==> src/rtl/pipeline_pkg.sv <==
// ============================================================================
// Module      : pipeline_pkg
// Description : Shared encodings and constants for the pipeline hazard
//               sequencer (FSM state encoding, register-index width).
// Revision    : 1.0 - initial release
// ============================================================================
`default_nettype none

package pipeline_pkg;

  // Width of an architectural register index (x0..x31)
  localparam int REG_IDX_W = 5;

  // Register x0 is hard-wired to zero and never creates a dependency
  localparam logic [REG_IDX_W-1:0] REG_ZERO = 5'd0;

  // Memory-wait counter width; wide enough for the largest legal timeout (255)
  localparam int WAIT_W = 8;

  // Hazard sequencer states
  typedef enum logic [1:0] {
    RUN      = 2'd0,
    MEM_WAIT = 2'd1,
    ERR      = 2'd2
  } hz_state_t;

endpackage

`default_nettype wire

==> src/rtl/hazard_load_use_detect.sv <==
// ============================================================================
// Module      : hazard_load_use_detect
// Description : Combinational load-use comparator. Flags an ID instruction
//               that reads the destination of a load currently in EX, which
//               forwarding cannot cover.
// Revision    : 1.0 - initial release
// ============================================================================
`default_nettype none

module hazard_load_use_detect
  import pipeline_pkg::*;
(
  input  logic                 ex_mem_read,
  input  logic [REG_IDX_W-1:0] ex_rd,
  input  logic [REG_IDX_W-1:0] id_rs1,
  input  logic [REG_IDX_W-1:0] id_rs2,
  input  logic                 id_uses_rs1,
  input  logic                 id_uses_rs2,
  output logic                 load_use
);

  // A load into x0 never produces a value, so it cannot be a hazard source
  always_comb begin
    load_use = ex_mem_read && (ex_rd != REG_ZERO) &&
               ((id_uses_rs1 && (id_rs1 == ex_rd)) ||
                (id_uses_rs2 && (id_rs2 == ex_rd)));
  end

endmodule

`default_nettype wire

==> src/rtl/pipeline_hazard_ctrl.sv <==
// ============================================================================
// Module      : pipeline_hazard_ctrl
// Description : Stall/flush sequencer for the 5-stage RV64 pipeline.
//               Priority: memory wait > taken-branch flush > load-use stall.
//               A watchdog moves to a sticky ERR state when a data-memory
//               access waits MEM_TIMEOUT cycles without mem_ready.
//               Optional: define HAZARD_PERF_CNT_EN to build the stall/flush
//               performance counters; otherwise both outputs read 0.
// Revision    : 1.0 - initial release
// ============================================================================
`default_nettype none

module pipeline_hazard_ctrl
  import pipeline_pkg::*;
#(
  parameter int unsigned MEM_TIMEOUT = 16,
  parameter int unsigned CNT_W       = 32
) (
  input  logic                 clk,
  input  logic                 reset,
  input  logic [REG_IDX_W-1:0] id_rs1,
  input  logic [REG_IDX_W-1:0] id_rs2,
  input  logic                 id_uses_rs1,
  input  logic                 id_uses_rs2,
  input  logic                 ex_mem_read,
  input  logic [REG_IDX_W-1:0] ex_rd,
  input  logic                 mem_req,
  input  logic                 mem_ready,
  input  logic                 branch_taken,
  output logic                 pc_write,
  output logic                 if_id_write,
  output logic                 if_id_flush,
  output logic                 id_ex_write,
  output logic                 id_ex_flush,
  output logic                 ex_mem_write,
  output logic                 ex_mem_flush,
  output logic                 mem_wb_flush,
  output logic                 mem_timeout,
  output logic [CNT_W-1:0]     stall_cnt,
  output logic [CNT_W-1:0]     flush_cnt
);

  localparam logic [WAIT_W-1:0] TIMEOUT_C = WAIT_W'(MEM_TIMEOUT);

  hz_state_t         state_q, state_d;
  logic [WAIT_W-1:0] wait_cnt_q, wait_cnt_d;
  logic              timeout_q;
  logic              load_use;

  hazard_load_use_detect u_lu_detect (
    .ex_mem_read (ex_mem_read),
    .ex_rd       (ex_rd),
    .id_rs1      (id_rs1),
    .id_rs2      (id_rs2),
    .id_uses_rs1 (id_uses_rs1),
    .id_uses_rs2 (id_uses_rs2),
    .load_use    (load_use)
  );

  // Next-state and stage controls; a freeze also bubbles MEM/WB so the
  // stalled access is not written back repeatedly. Reset forces all idle.
  always_comb begin
    state_d      = state_q;
    wait_cnt_d   = wait_cnt_q;
    pc_write     = 1'b1;
    if_id_write  = 1'b1;
    if_id_flush  = 1'b0;
    id_ex_write  = 1'b1;
    id_ex_flush  = 1'b0;
    ex_mem_write = 1'b1;
    ex_mem_flush = 1'b0;
    mem_wb_flush = 1'b0;

    case (state_q)
      RUN, MEM_WAIT: begin
        if (!mem_ready && (mem_req || (state_q == MEM_WAIT))) begin
          pc_write     = 1'b0;
          if_id_write  = 1'b0;
          id_ex_write  = 1'b0;
          ex_mem_write = 1'b0;
          mem_wb_flush = 1'b1;
          wait_cnt_d   = (state_q == RUN) ? WAIT_W'(1) : wait_cnt_q + WAIT_W'(1);
          state_d      = (wait_cnt_d == TIMEOUT_C) ? ERR : MEM_WAIT;
        end else begin
          state_d    = RUN;
          wait_cnt_d = '0;
          if (branch_taken) begin
            if_id_flush  = 1'b1;
            id_ex_flush  = 1'b1;
            ex_mem_flush = 1'b1;
          end else if (load_use) begin
            pc_write    = 1'b0;
            if_id_write = 1'b0;
            id_ex_flush = 1'b1;
          end
        end
      end
      default: begin
        pc_write     = 1'b0;
        if_id_write  = 1'b0;
        id_ex_write  = 1'b0;
        ex_mem_write = 1'b0;
        mem_wb_flush = 1'b1;
      end
    endcase

    if (reset) begin
      pc_write     = 1'b0;
      if_id_write  = 1'b0;
      if_id_flush  = 1'b0;
      id_ex_write  = 1'b0;
      id_ex_flush  = 1'b0;
      ex_mem_write = 1'b0;
      ex_mem_flush = 1'b0;
      mem_wb_flush = 1'b0;
    end
  end

  // Sequencer state, wait counter and sticky watchdog flag
  always_ff @(posedge clk or posedge reset) begin
    if (reset) begin
      state_q    <= RUN;
      wait_cnt_q <= '0;
      timeout_q  <= 1'b0;
    end else begin
      state_q    <= state_d;
      wait_cnt_q <= wait_cnt_d;
      if (state_d == ERR) begin
        timeout_q <= 1'b1;
      end
    end
  end

  assign mem_timeout = timeout_q;

`ifdef HAZARD_PERF_CNT_EN
  logic [CNT_W-1:0] stall_cnt_q;
  logic [CNT_W-1:0] flush_cnt_q;

  // Stall cycles are any PC hold outside ERR; if_id_flush only fires on a taken branch
  always_ff @(posedge clk or posedge reset) begin
    if (reset) begin
      stall_cnt_q <= '0;
      flush_cnt_q <= '0;
    end else begin
      if (!pc_write && (state_q != ERR)) begin
        stall_cnt_q <= stall_cnt_q + CNT_W'(1);
      end
      if (if_id_flush) begin
        flush_cnt_q <= flush_cnt_q + CNT_W'(1);
      end
    end
  end

  assign stall_cnt = stall_cnt_q;
  assign flush_cnt = flush_cnt_q;
`else
  assign stall_cnt = '0;
  assign flush_cnt = '0;
`endif

endmodule

`default_nettype wire
==> config.mk <==
export PLATFORM = sky130hd
export DESIGN_NAME = pipeline_hazard_ctrl
export DESIGN_NICKNAME = d
export VERILOG_FILES = /design/src/rtl/pipeline_pkg.sv /design/src/rtl/hazard_load_use_detect.sv /design/src/rtl/pipeline_hazard_ctrl.sv
export SDC_FILE = /design/constraint.sdc
export NUM_CORES = 1
export LEC_CHECK = 0
export CAP_MARGIN = 15
export CORE_UTILIZATION = 32
export CTS_CLUSTER_SIZE = 8
export DETAILED_ROUTE_END_ITERATION = 10
export GPL_TIMING_DRIVEN = 0
export PLACE_DENSITY = 0.74
export SLEW_MARGIN = 15
export SYNTH_ARGS = -nofsm -noshare
export SYNTH_HDL_FRONTEND = slang
export SYNTH_HIERARCHICAL = 1
export SYNTH_SLANG_ARGS = --single-unit
==> constraint.sdc <==
create_clock -name clk -period 1.69 [get_ports clk]
set_clock_uncertainty 0.15 [all_clocks]
set_input_delay 0.169 -clock clk [delete_from_list [all_inputs] [get_ports clk]]
set_output_delay 0.169 -clock clk [all_outputs]
set_load 0.01 [all_outputs]
==> results of run 1 <==
==> timing repair <==
| item | 4_1_cts | 5_1_grt |
|---|---|---|
| pin swaps | 15 | 17 |
| resized for setup | 77 | 23 |
| buffers inserted | 8 | 6 |
| setup endpoints to repair | 11 | 10 |
| gates cloned | 0 | 0 |
==> kinds of logic after synthesis <==
group / Yosys count
AOI/OAI and AO/OA: 32
xor gates and xnor gates: 11
adders and majority gates: 1
buffers and inverters: 78
DFF: 11
other: 1
and+or+nand+nor: 35
==> final cells by class <==
class	count	area share [%]
clock buffer	3	1.871
timing repair buffer	45	17.52
multi-input combinational	143	39.85
clock inverter	1	0.2268
tap	50	2.834
inverter	4	0.6803
sequential	11	12.76
buffer	69	24.26
==> per-stage QoR <==
step / hold slack (ns) / area [sq um] / setup TNS (ns)
2_1_floorplan: -0.1286 / 1612 / 0
3_3_place_gp: 0.3208 / 1984 / -4.460
3_5_place_dp: 0.3180 / 1984 / -4.639
4_1_cts: 0.2525 / 2095 / -0.6528
5_1_grt: 0.3395 / 2207 / -0.8467
6_report: 0.2913 / 2207 / -0.4405
==> final timing paths <==
kind,endpoint,slack (ns),cells after the start
max,pc_write,-0.14,6
min,state_q[0]$_DFF_PP0_,0.29,2
max reg2reg,state_q[0]$_DFF_PP0_,0,5
min reg2reg,mem_timeout$_DFFE_PP0N_,0.33,2
max in group asynchronous,wait_cnt_q[4]$_DFFE_PP0N_,0.77,2
min in group clk,mem_timeout$_DFFE_PP0N_,0.33,2
==> sequential cells by signal (all words and copies together), names as in the netlist <==
name,count
mem_timeout,1
wait_cnt_q,8
state_q,2
==> critical path, delay by kind of cell, from the launching register on <==
| kind | cells | cell delay, ns |
|---|---|---|
| flops | 1 | 0.41 |
| compound gates | 1 | 0.18 |
| simple gates | 1 | 0.20 |
| buf+inv | 4 | 0.48 |
==> cells in the final DEF, fill, tap and decap left out, types with 3 or more instances in the layout <==
| cell | instances |
|---|---|
| conb_1 | 64 |
| clkbuf_8 | 4 |
| dlygate4sd2_1 | 5 |
| dfrtp_1 | 6 |
| a21oi_1 | 3 |
| xnor2_1 | 3 |
| buf_2 | 6 |
| o21ai_0 | 3 |
| clkdlybuf4s15_2 | 3 |
| inv_1 | 4 |
| xor2_1 | 8 |
| clkdlybuf4s50_1 | 10 |
| and3_4 | 3 |
| o21ai_1 | 9 |
| nand2_1 | 11 |
| dfrtp_2 | 5 |
| buf_6 | 8 |
| buf_4 | 78 |
==> power by group through the flow <==
stage / Clock (mW) / Sequential, mW / Combinational [mW]
finish: 0.267 / 0.267 / 0.298
floorplan: 0 / 0.271 / 0.213
global placement: 0 / 0.272 / 0.280
CTS: 0.270 / 0.267 / 0.282
detailed placement: 0 / 0.272 / 0.283
global route: 0.284 / 0.267 / 0.329
==> layer usage <==
layer | track usage, % | share of wire, %
met1 | 15.38 | 39
met2 | 27.63 | 55
met3 | 0.5137 | 5.0
met4 | 3.191 | 1.1
met5 | 0 | 0
==> results by group, run 1 <==
Power
  • Peak supply drop: 0.0002521 V
  • Sw frac: 29.39%
  • Clock power share: 32.0%
  • Sequential group share of total power: 32.1%
  • Combinational share of power: 35.8%
  • Internal: 0.5878 mW
  • Switching power: 0.2447 mW
  • P_leak: 1.154 nW
  • Total power: 0.8325 mW
  • Power density over cell area: 377.2 mW/mm^2

Logic synthesis
  • Synth Area in Simple Gates: 14.21%
  • Main combinational cell family by area after synthesis: buffers and inverters
  • Post-synth EDFFs: 0
  • Synth Flop Type: dfrtp_1
  • Async SR Flop Fraction: 100.0%
  • Cell Area, Synth: 0.001356 sq mm
  • Synth cell types: 41
  • Yosys warnings: 6
  • Mux cell area share after synthesis: 0%
  • XOR/XNOR Fraction of Synth Area: 7.103%
  • Top cell type by total area after synthesis: buf_4
  • Post-synthesis compound-gate area fraction: 15.87%
  • #FFs+latches synth: 11
  • Syn Area/Cell: 8.025 sq um
  • Top-count cell post-synth: buf_4
  • Sequential share of the synthesized area: 20.30%
  • Mapped Cells: 169
  • Post-Synth Adder-Cell Area: 0.9225%
  • Post-synth top cells: buf_4 (67), dfrtp_1 (11), nand2_1 (11), o21ai_1 (10), xor2_1 (8)
  • Area contributors post-synth: buf_4 (37%), dfrtp_1 (20%), xor2_1 (5.2%)
  • Yosys top cell area share: 37.08%

Placed design
  • DP Cell Count: 313
  • HPWL Detailed: 2355 um
  • RD Place Congestion: 0.7904
  • # port buffers: 31
  • Dpl ws: -0.8595 ns

Setup path
  • Worst Path Class, Setup: register to output port
  • Critical path's slowest cell: dfrtp_2
  • Crit path largest cell delay: 0.41 ns
  • Max FO, Critical Path: 7
  • Critical Path RT: 1.37 ns
  • CP most frequent cell: buf_6
  • Critical Path Start: state_q[1]$_DFF_PP0_
  • Critical path startpoint category: register
  • Worst r2r src: wait_cnt_q[0]$_DFFE_PP0N_
  • Worst Path Arrival: 1.51 ns
  • Worst setup EP type: output port
  • Crit path cell chain: buf_6, nor3_4, buf_4, a21boi_4, buf_6, buf_6

Die
  • Core footprint: 0.004029 sq mm
  • Die height: 67.11 um
  • Initial Utilization: 33.66%
  • Die Wd: 67.11 um
  • Site Rows: 23
  • Die footprint: 0.004503 sq mm
  • Ports: 96

Drt
  • Vias per cell: 3.856
  • DR pass1 iterations: 4
  • Antenna Violating Nets Remaining: 0
  • Final wirelength: 3122 um
  • Post-DR wirelength/cell: 9.577 um
  • Via count: 1257
  • Residual DRC: 0
  • 1st-iter DRT viols: 39

Status
  • Violated checks: setup timing
  • Status: finished, violations left

Flow run
  • Max_cap viols: 0

Layout
  • Layout Cells excl Fill: 326
  • Reg area: 281.5 sq um
  • Multi-input logic area: 879.6 sq um
  • Layout area overhead: 62.73%
  • Final cell utilization of the core: 54.78%
  • Antenna Cells: 0
  • Nets: 301
  • Layout cells sized above 1: 46.38%
  • Filler cell count: 375

Global routing
  • Vias in the first global route: 1089
  • Largest net degree at the start of global routing: 12
  • Tot GR Track Use: 13.71%
  • GRT overflow: 0
  • First-pass GRT wire length: 4747 um
  • Antenna violations before repair: 0

Timing
  • Fin crit share: 108.4%
  • RSZ-0062 raised after global routing: true
  • Slew Limit Fails: 0
  • Final Hold Fails: 0
  • Final setup fails: 6
  • Max Freq: 546.0 MHz
  • Tmin final: 1.831 ns
  • Setup ws final: -0.1413 ns

Clock network
  • Post-cts hold buffer count: 0
  • Worst-path clk slew: 0.05 ns
  • Clk buf depth: 2
  • CTS H-tree lvls: 1
  • CTS tree: built
  • Worst-Skew Late Latency: 0.24 ns
  • CTS Buf Count: 3
  • CTS root buffer: clkbuf_8
  • CTS Sinks: 11

Hold path
  • Worst Hold Class: primary input to async pin
(Power assumes the default switching activity.)
==> run 2: changes to the inputs <==
Settings changed: GPL_ROUTABILITY_DRIVEN set to 0.
==> results of run 2 <==
The final DEF is identical to that of run 1; final timing and power are the same.
